--- src/rtl/change_dispenser.sv ---
// change_dispenser: greedy coin-change ejector. On an accepted start it pays
// amt cents as a sequence of one-cycle coin strobes separated by one idle
// cycle, largest coin first, then pulses done and reports any unpaid rest.
//
// Ports:
//   clk    in   1  clock, rising edge
//   rst    in   1  synchronous active-high reset
//   start  in   1  one-cycle request, accepted only when idle
//   amt    in   8  change amount in cents, sampled on accepted start
//   c      out  1  coin-eject strobe, one cycle per coin
//   a      out  8  value of coin being ejected while c=1, else 0
//   busy   out  1  high from accepted start through the done cycle
//   done   out  1  one-cycle completion pulse
//   err    out  1  unpaid remainder, valid from done until next start
//   coins  out  4  coins ejected in the current/last transaction
//
// Build option: define CHANGE_PENNY_EN to add the 1-cent coin
// (coin set {25,10,5,1}); otherwise the set is {25,10,5}.
module change_dispenser (
   input  logic       clk,
   input  logic       rst,
   input  logic       start,
   input  logic [7:0] amt,
   output logic       c,
   output logic [7:0] a,
   output logic       busy,
   output logic       done,
   output logic       err,
   output logic [3:0] coins
);

`ifdef CHANGE_PENNY_EN
   localparam logic [7:0] MIN_COIN = 8'd1;
`else
   localparam logic [7:0] MIN_COIN = 8'd5;
`endif

   typedef enum logic [1:0] {
      S_IDLE,
      S_EJECT,
      S_GAP,
      S_DONE
   } state_t;

   state_t     r_state;
   logic [7:0] r_rem;

   // Amount still owed as seen by the coin picker: the new request while
   // idle, otherwise the running remainder (already reduced in GAP).
   logic [7:0] w_src;
   logic [7:0] w_coin;

   always_comb begin
      w_src = (r_state == S_IDLE) ? amt : r_rem;
   end

   // Largest coin not exceeding the amount owed; 0 when none fits.
   always_comb begin
      w_coin = 8'd0;
      if (w_src >= 8'd25) begin
         w_coin = 8'd25;
      end else if (w_src >= 8'd10) begin
         w_coin = 8'd10;
      end else if (w_src >= 8'd5) begin
         w_coin = 8'd5;
`ifdef CHANGE_PENNY_EN
      end else if (w_src >= 8'd1) begin
         w_coin = 8'd1;
`endif
      end
   end

   always_ff @(posedge clk) begin
      if (rst) begin
         r_state <= S_IDLE;
         r_rem   <= 8'd0;
         c       <= 1'b0;
         a       <= 8'd0;
         busy    <= 1'b0;
         done    <= 1'b0;
         err     <= 1'b0;
         coins   <= 4'd0;
      end else begin
         case (r_state)
            S_IDLE: begin
               c    <= 1'b0;
               a    <= 8'd0;
               busy <= 1'b0;
               done <= 1'b0;
               if (start) begin
                  r_rem <= amt;
                  coins <= 4'd0;
                  err   <= 1'b0;
                  busy  <= 1'b1;
                  if (amt >= MIN_COIN) begin
                     r_state <= S_EJECT;
                     c       <= 1'b1;
                     a       <= w_coin;
                  end else begin
                     r_state <= S_DONE;
                     done    <= 1'b1;
                     err     <= (amt != 8'd0);
                  end
               end
            end
            S_EJECT: begin
               // a holds the coin just ejected; it never exceeds r_rem.
               r_rem   <= r_rem - a;
               coins   <= coins + 4'd1;
               c       <= 1'b0;
               a       <= 8'd0;
               r_state <= S_GAP;
            end
            S_GAP: begin
               if (r_rem >= MIN_COIN) begin
                  r_state <= S_EJECT;
                  c       <= 1'b1;
                  a       <= w_coin;
               end else begin
                  r_state <= S_DONE;
                  done    <= 1'b1;
                  err     <= (r_rem != 8'd0);
               end
            end
            S_DONE: begin
               done    <= 1'b0;
               busy    <= 1'b0;
               r_state <= S_IDLE;
            end
            default: begin
               r_state <= S_IDLE;
               c       <= 1'b0;
               a       <= 8'd0;
               busy    <= 1'b0;
               done    <= 1'b0;
            end
         endcase
      end
   end

endmodule

--- config.mk ---
export PLATFORM = sky130hd
export DESIGN_NAME = change_dispenser
export DESIGN_NICKNAME = d
export VERILOG_FILES = /design/src/rtl/change_dispenser.sv
export SDC_FILE = /design/constraint.sdc
export NUM_CORES = 1
export LEC_CHECK = 0
export BUFFER_PORTS_ARGS = -buffer_cell sky130_fd_sc_hd__buf_2
export CORE_MARGIN = 3
export CORE_UTILIZATION = 50
export DETAILED_ROUTE_END_ITERATION = 8
export GPL_TIMING_DRIVEN = 1
export PLACE_DENSITY = 0.75
export SETUP_SLACK_MARGIN = 0.02
export SLEW_MARGIN = 20
export SYNTH_ARGS = -nofsm -noshare
export SYNTH_HDL_FRONTEND = slang
export SYNTH_SLANG_ARGS = --single-unit
--- constraint.sdc ---
create_clock -name clk -period 2.05 [get_ports clk]
set_clock_uncertainty 0.15 [all_clocks]
set_input_delay 0 -clock clk [delete_from_list [all_inputs] [get_ports clk]]
set_output_delay 0 -clock clk [all_outputs]
set_load 0.005 [all_outputs]
Word level (Yosys, flattened, before mapping)
Index checks and enable logic that the tools add are counted.
{"block": "classes", "n_addsub": 2, "magnitude_cmp": 5, "eq_ne": 6, "mux": 30, "n_reduce_logical": 12}
{"op": ">= comparator 8 x 3 -> 1 bit (second input constant)", "count": 3}
{"op": "2-to-1 mux 8 bit", "count": 3}
{"op": "one-hot mux 8 bit (3 select lines)", "count": 1}
{"op": "one-hot mux 8 bit (2 select lines)", "count": 1}
{"op": "nonzero test 8 bit", "count": 2}
{"op": "2-to-1 mux 5 bit", "count": 3}
{"op": "2-to-1 mux 1 bit", "count": 10}
{"op": ">= comparator 8 x 4 -> 1 bit (second input constant)", "count": 1}
{"op": ">= comparator 8 x 5 -> 1 bit (second input constant)", "count": 1}
{"op": "2-to-1 mux 4 bit", "count": 2}
{"op": "one-hot mux 2 bit (4 select lines)", "count": 1}
{"op": "one-hot mux 4 bit (2 select lines)", "count": 1}
{"op": "subtractor 8 bit", "count": 1}
{"op": "2-to-1 mux 2 bit", "count": 3}
{"op": "!= test 2 bit (second input constant)", "count": 3}
{"op": "one-hot mux 1 bit (3 select lines)", "count": 2}
{"op": "AND reduction 2 bit", "count": 3}
{"op": "nonzero test 2 bit", "count": 3}
{"op": "nonzero test 3 bit", "count": 2}
{"op": "adder 4 x 1 -> 4 bit (second input constant)", "count": 1}
{"op": "== test 2 bit (second input constant)", "count": 2}
{"op": "one-hot mux 1 bit (2 select lines)", "count": 2}
{"op": "2-to-1 mux 3 bit", "count": 1}
{"op": "AND reduction 3 bit", "count": 1}
{"op": "other kinds (2)", "count": 2}
{"block": "word_totals", "register_bits": 26, "inputBits": 11, "out_inout_bits": 16, "word_cells": 63}

Depth between registers and ports, before layout
{"block": "depth", "word_depth": 9, "mapped_depth": 9, "depth_no_buf": 9}

Worst setup path before layout
OpenSTA, ideal clock, no wires.
{"block": "synth_path", "path_kind": "flip-flop to flip-flop", "from": "register r_state[1]", "to": "register r_rem[5]", "setup_time_ps": 61, "t_arrival_ps": 1875, "required_ps": 1839, "path_slack_ps": -36, "path_stages_with_launch": 9, "n_path_buf": 2, "synth_period_minus_slack_ps": 2086, "path_cell_list": "dfxtp_1 > inv_1 > ha_1 > clkbuf_1 > o21ai_0 > clkbuf_1 > nor2_1 > a2111oi_0 > a311o_1"}
{"block": "synth_via", "elab_chain_cells": 3, "elab_cells_between_ends": 6, "cone_classes": "eq/ne (2); mux (1); reduce/logical (3)"}
{"item": "from (decl)", "line_no": "45", "source": "state_t r_state;"}
{"item": "from (signal assigned)", "line_no": "75", "source": "r_state <= S_IDLE;"}
{"item": "from (signal assigned)", "line_no": "96", "source": "r_state <= S_EJECT;"}
{"item": "from (signal assigned)", "line_no": "100", "source": "r_state <= S_DONE;"}
{"item": "== test 2 x 1 -> 1 bit or logical NOT 2 bit (tied branches)", "line_no": "84", "source": "case (r_state)"}
{"item": "nonzero test 2 bit (no source line) or != test 2 bit (tied branches)"}
{"item": "AND reduction 2 bit (no source line)"}
{"item": "to (signal assigned)", "line_no": "91", "source": "r_rem <= amt;"}
{"item": "to (signal assigned)", "line_no": "108", "source": "r_rem <= r_rem - a;"}
{"item": "to (decl)", "line_no": "46", "source": "logic [7:0] r_rem;"}
Parallel ways exist; a longest one is shown, timed or not.
A chain may end at the register's enable or synchronous reset.

Worst setup path in the final report
{"block": "layout_path", "from": "register r_rem[4]", "to": "register a[2]"}
{"block": "layout_via", "elab_chain_cells": 8, "elab_cells_between_ends": 14, "cone_classes": "order compare (4); eq/ne (1); mux (8); reduce/logical (1)"}
{"item": "2-to-1 mux 8 bit", "line_no": "54", "source": "w_src = (r_state == S_IDLE) ? amt : r_rem;"}
{"item": ">= comparator 8 x 3 -> 1 bit", "line_no": "64", "source": "end else if (w_src >= 8'd5) begin"}
{"item": "2-to-1 mux 3 bit", "line_no": "64"}
{"item": "2-to-1 mux 4 bit", "line_no": "62", "source": "end else if (w_src >= 8'd10) begin"}
{"item": "2-to-1 mux 5 bit", "line_no": "60", "source": "if (w_src >= 8'd25) begin"}
{"item": "2-to-1 mux 5 bit", "line_no": "95", "source": "if (amt >= MIN_COIN) begin"}
{"item": "2-to-1 mux 5 bit", "line_no": "90", "source": "if (start) begin"}
{"item": "one-hot mux 8 bit (3 select lines)", "line_no": "84"}
{"item": "to (signal assigned)", "line_no": "98", "source": "a <= w_coin;"}
{"item": "to (signal assigned)", "line_no": "118", "source": "a <= w_coin;"}
{"item": "to (decl)", "line_no": "25", "source": "output logic [7:0] a,"}
Parallel ways exist; a longest one is shown, timed or not. The select of a mux whose other input is x is not followed.

==> results.py <==
metrics = {
    "outcome": {
        "status": "complete, but fails checks",
        "violations": "setup timing",
    },
    "clock_network": {
        "cts_buffers": 3,
        "cts.path.max_buffers": 2,
        "clk_latency_ns": 0.33,
        "cts_tree": "done",
        "cts.sinks": 23,
        "cts_max_level": 1,
        "clockRootBuffer": "clkbuf_4",
        "clkTransAtPathRegs_ns": 0.14,
    },
    "sta": {
        "period_share_pct": 100,
        "rsz0062_at_grt": "true",
        "post-route-min-period_ns": 2.05,
        "setup_violations": 1,
        "fmax_ghz": 0.487,
        "fin_ws_ns": -0.00282,
        "report.final.slew_viol_count": 0,
        "setup_tns_ns": -0.00282,
        "hold_viol_final": 0,
    },
    "finish": {
        "syn_to_final_growth_pct": 39.8,
        "final_area_mm2": 0.00218,
        "final_layout_size_suffix_gt1_share_pct": 36.4,
        "fillCellCount": 205,
        "antennaDiodeCount": 0,
        "multi_input_area_mm2": 0.00116,
        "regArea_um2": 470,
        "layout.nets": 274,
        "final_core_util_pct": 75.9,
    },
    "setup_path": {
        "rrSetupSlack_ns": -0.003,
        "critPathLaunchType": "flip-flop",
        "worstPathArrival_ns": 2.12,
        "path_cells": "or4_4 -> or4b_4 -> nand2b_4 -> a21oi_4 -> a22oi_1 -> nor2_1",
        "slowest_stage": "or4_4",
        "cp_max_fo": 5,
        "max_stage_delay_ns": 0.54,
        "cp-end-kind": "flip-flop",
        "critPathKind": "flip-flop to flip-flop",
        "crit_required_ns": 2.12,
    },
    "drt": {
        "wl_met3_um": 235,
        "drt-total-wl_um": 4710,
        "routed.top_layer": "met4",
        "drt_iter0_markers": 96,
        "vias": 1713,
        "via_per_inst": 5.87,
        "wl_met2_um": 2360,
        "final_antenna_net_count": 0,
        "met1Wirelength_um": 2000,
        "drtPass1Iterations": 5,
        "wire_per_inst_um": 16.1,
        "drc_errors": 0,
    },
    "floorplanning": {
        "start_util_pct": 54.3,
        "num_rows": 19,
        "die_area_mm2": 0.00383,
        "die_w_um": 61.9,
        "coreArea_mm2": 0.00288,
        "die_y_um": 61.9,
        "pin_count": 27,
    },
    "logic_synthesis": {
        "synth_commonest_cells": "26 x nor2_1, 23 x dfxtp_1, 15 x a21oi_1, 14 x nand2_1, 12 x inv_1",
        "yosys.area.top_type": "dfxtp_1",
        "synth.top_cell.area_share_pct": 29.5,
        "yosysWarnings": 0,
        "synth_area_leaders": "dfxtp_1 29%, ha_1 8.8%, nor2_1 6.2%, mux2i_1 5.1%, a211oi_1 4.8%",
        "yosysSeqAreaShare_pct": 29.5,
        "synth_cell_type_count": 47,
        "synth_area_per_cell_um2": 8.01,
        "synth_top_flop_cell": "dfxtp_1",
        "ys_ff_latch": 23,
        "synthArstFlopShare_pct": 0,
        "synth-edff-count": 0,
        "synth_most_common_cell": "nor2_1",
        "netlist_instances": 195,
        "syn_area_mm2": 0.00156,
    },
    "place": {
        "pre_cts_ws_ns": -0.0577,
        "io_buffers": 23,
        "post-dp-hpwl_um": 3220,
        "place_area_mm2": 0.00186,
        "gp_congestion": 0.921,
    },
    "flow_run": {
        "drv_cap": 0,
    },
    "global_route": {
        "grt_overflow": 0,
        "antenna_found_initial": 0,
        "gr-usage-all-layers_pct": 26.3,
        "grt_max_degree": 26,
        "first_global_vias": 1650,
        "grt_pass1_wl_um": 7470,
    },
    "power_and_ir_drop": {
        "leakagePower_nw": 0.927,
        "ir_drop_mv": 0.825,
        "power_density_mw_per_mm2": 1350,
    },
    "hold_path": {
        "hold_class": "primary input to flip-flop",
    },
}
[registers in the layout, indices dropped and copies added (netlist names)]
signal and flops:
err 1, a 5, c 1, coins 4, done 1, busy 1
r_rem 8, r_state 2
[timing repair]
item	in CTS	in global routing
setup endpoints to repair	9	16
hold buffers	10	2
hold endpoints to repair	22	9
gates resized for setup	16	27
pin swaps	0	7
buffers inserted	1	0
[layout by cell type (no fill, tap or decap), types with 3 or more instances in the layout]
cell and n:
ha_4 5, buf_4 24, dfxtp_2 8, dfxtp_1 15, buf_2 23, conb_1 3
a21oi_1 13, o21ai_0 3, mux2i_1 7, inv_1 9, nor2_1 25, dlygate4sd3_1 12
nand3_1 3, nand2_1 13, nor2b_1 3, a22oi_1 3, clkbuf_4 3, a211oi_1 9
nor3_1 9, ha_1 6
[cell families after synthesis]
kind of cell / count (synthesis) / synth area share, %
AOI/OAI and AO/OA: 54 / 23.9
adders and majority gates: 12 / 10.1
and+or+nand+nor: 71 / 22.8
DFF: 23 / 29.5
muxes: 9 / 5.84
buffers and inverters: 23 / 6.56
xor gates and xnor gates: 2 / 1.12
other: 1 / 0.240
[where the power goes]
| group | leakage (nW) | internal [mW] | switching (mW) |
|---|---|---|---|
| Combinational | 0.718 | 0.994 | 1.04 |
| Clock | 0.0177 | 0.0735 | 0.155 |
| Sequential | 0.192 | 0.576 | 0.111 |
| Total | 0.927 | 1.64 | 1.31 |
[routing by layer]
layer | GRT usage [%] | vias up
li1 | - | 810
met1 | 30.8 | 810
met2 | 48.0 | 77
met3 | 3.93 | 16
met4 | 10.0 | 0
met5 | 0 | -
[cell type report]
cell class / instances / area share, %
well taps: 42 / 2.41
clock inverters: 1 / 0.229
multi-input cells: 151 / 53.1
inverters: 12 / 2.18
flip-flops and latches: 23 / 21.5
repair buffers: 60 / 19.5
clock buffers: 3 / 1.03
[worst paths after layout]
check,startpoint,end,depth (start not counted)
max,r_rem[4],a[2],6
min,start,done,5
max reg2reg,r_rem[4],a[2],6
min reg2reg,done,done,2
[worst max-delay path, delay by kind of cell (launching register included)]
family | cells | cell delay (ns)
AO/OA/AOI/OAI | 2 | 0.20
flip-flops | 1 | 0.35
AND/OR/NAND/NOR | 4 | 1.24
[through the flow]
stage | power [mW] | hold WS (ns) | cells
final | 2.95 | 0.00705 | 292
after global placement | 2.25 | 0.147 | 275
after global routing | 3.16 | 0.0558 | 292
after floorplan | 1.73 | 0.00268 | 197
after CTS | 2.69 | -0.0710 | 290
after detailed placement | 2.32 | 0.142 | 275
No activity file was read; power rests on OpenSTA's default activity.
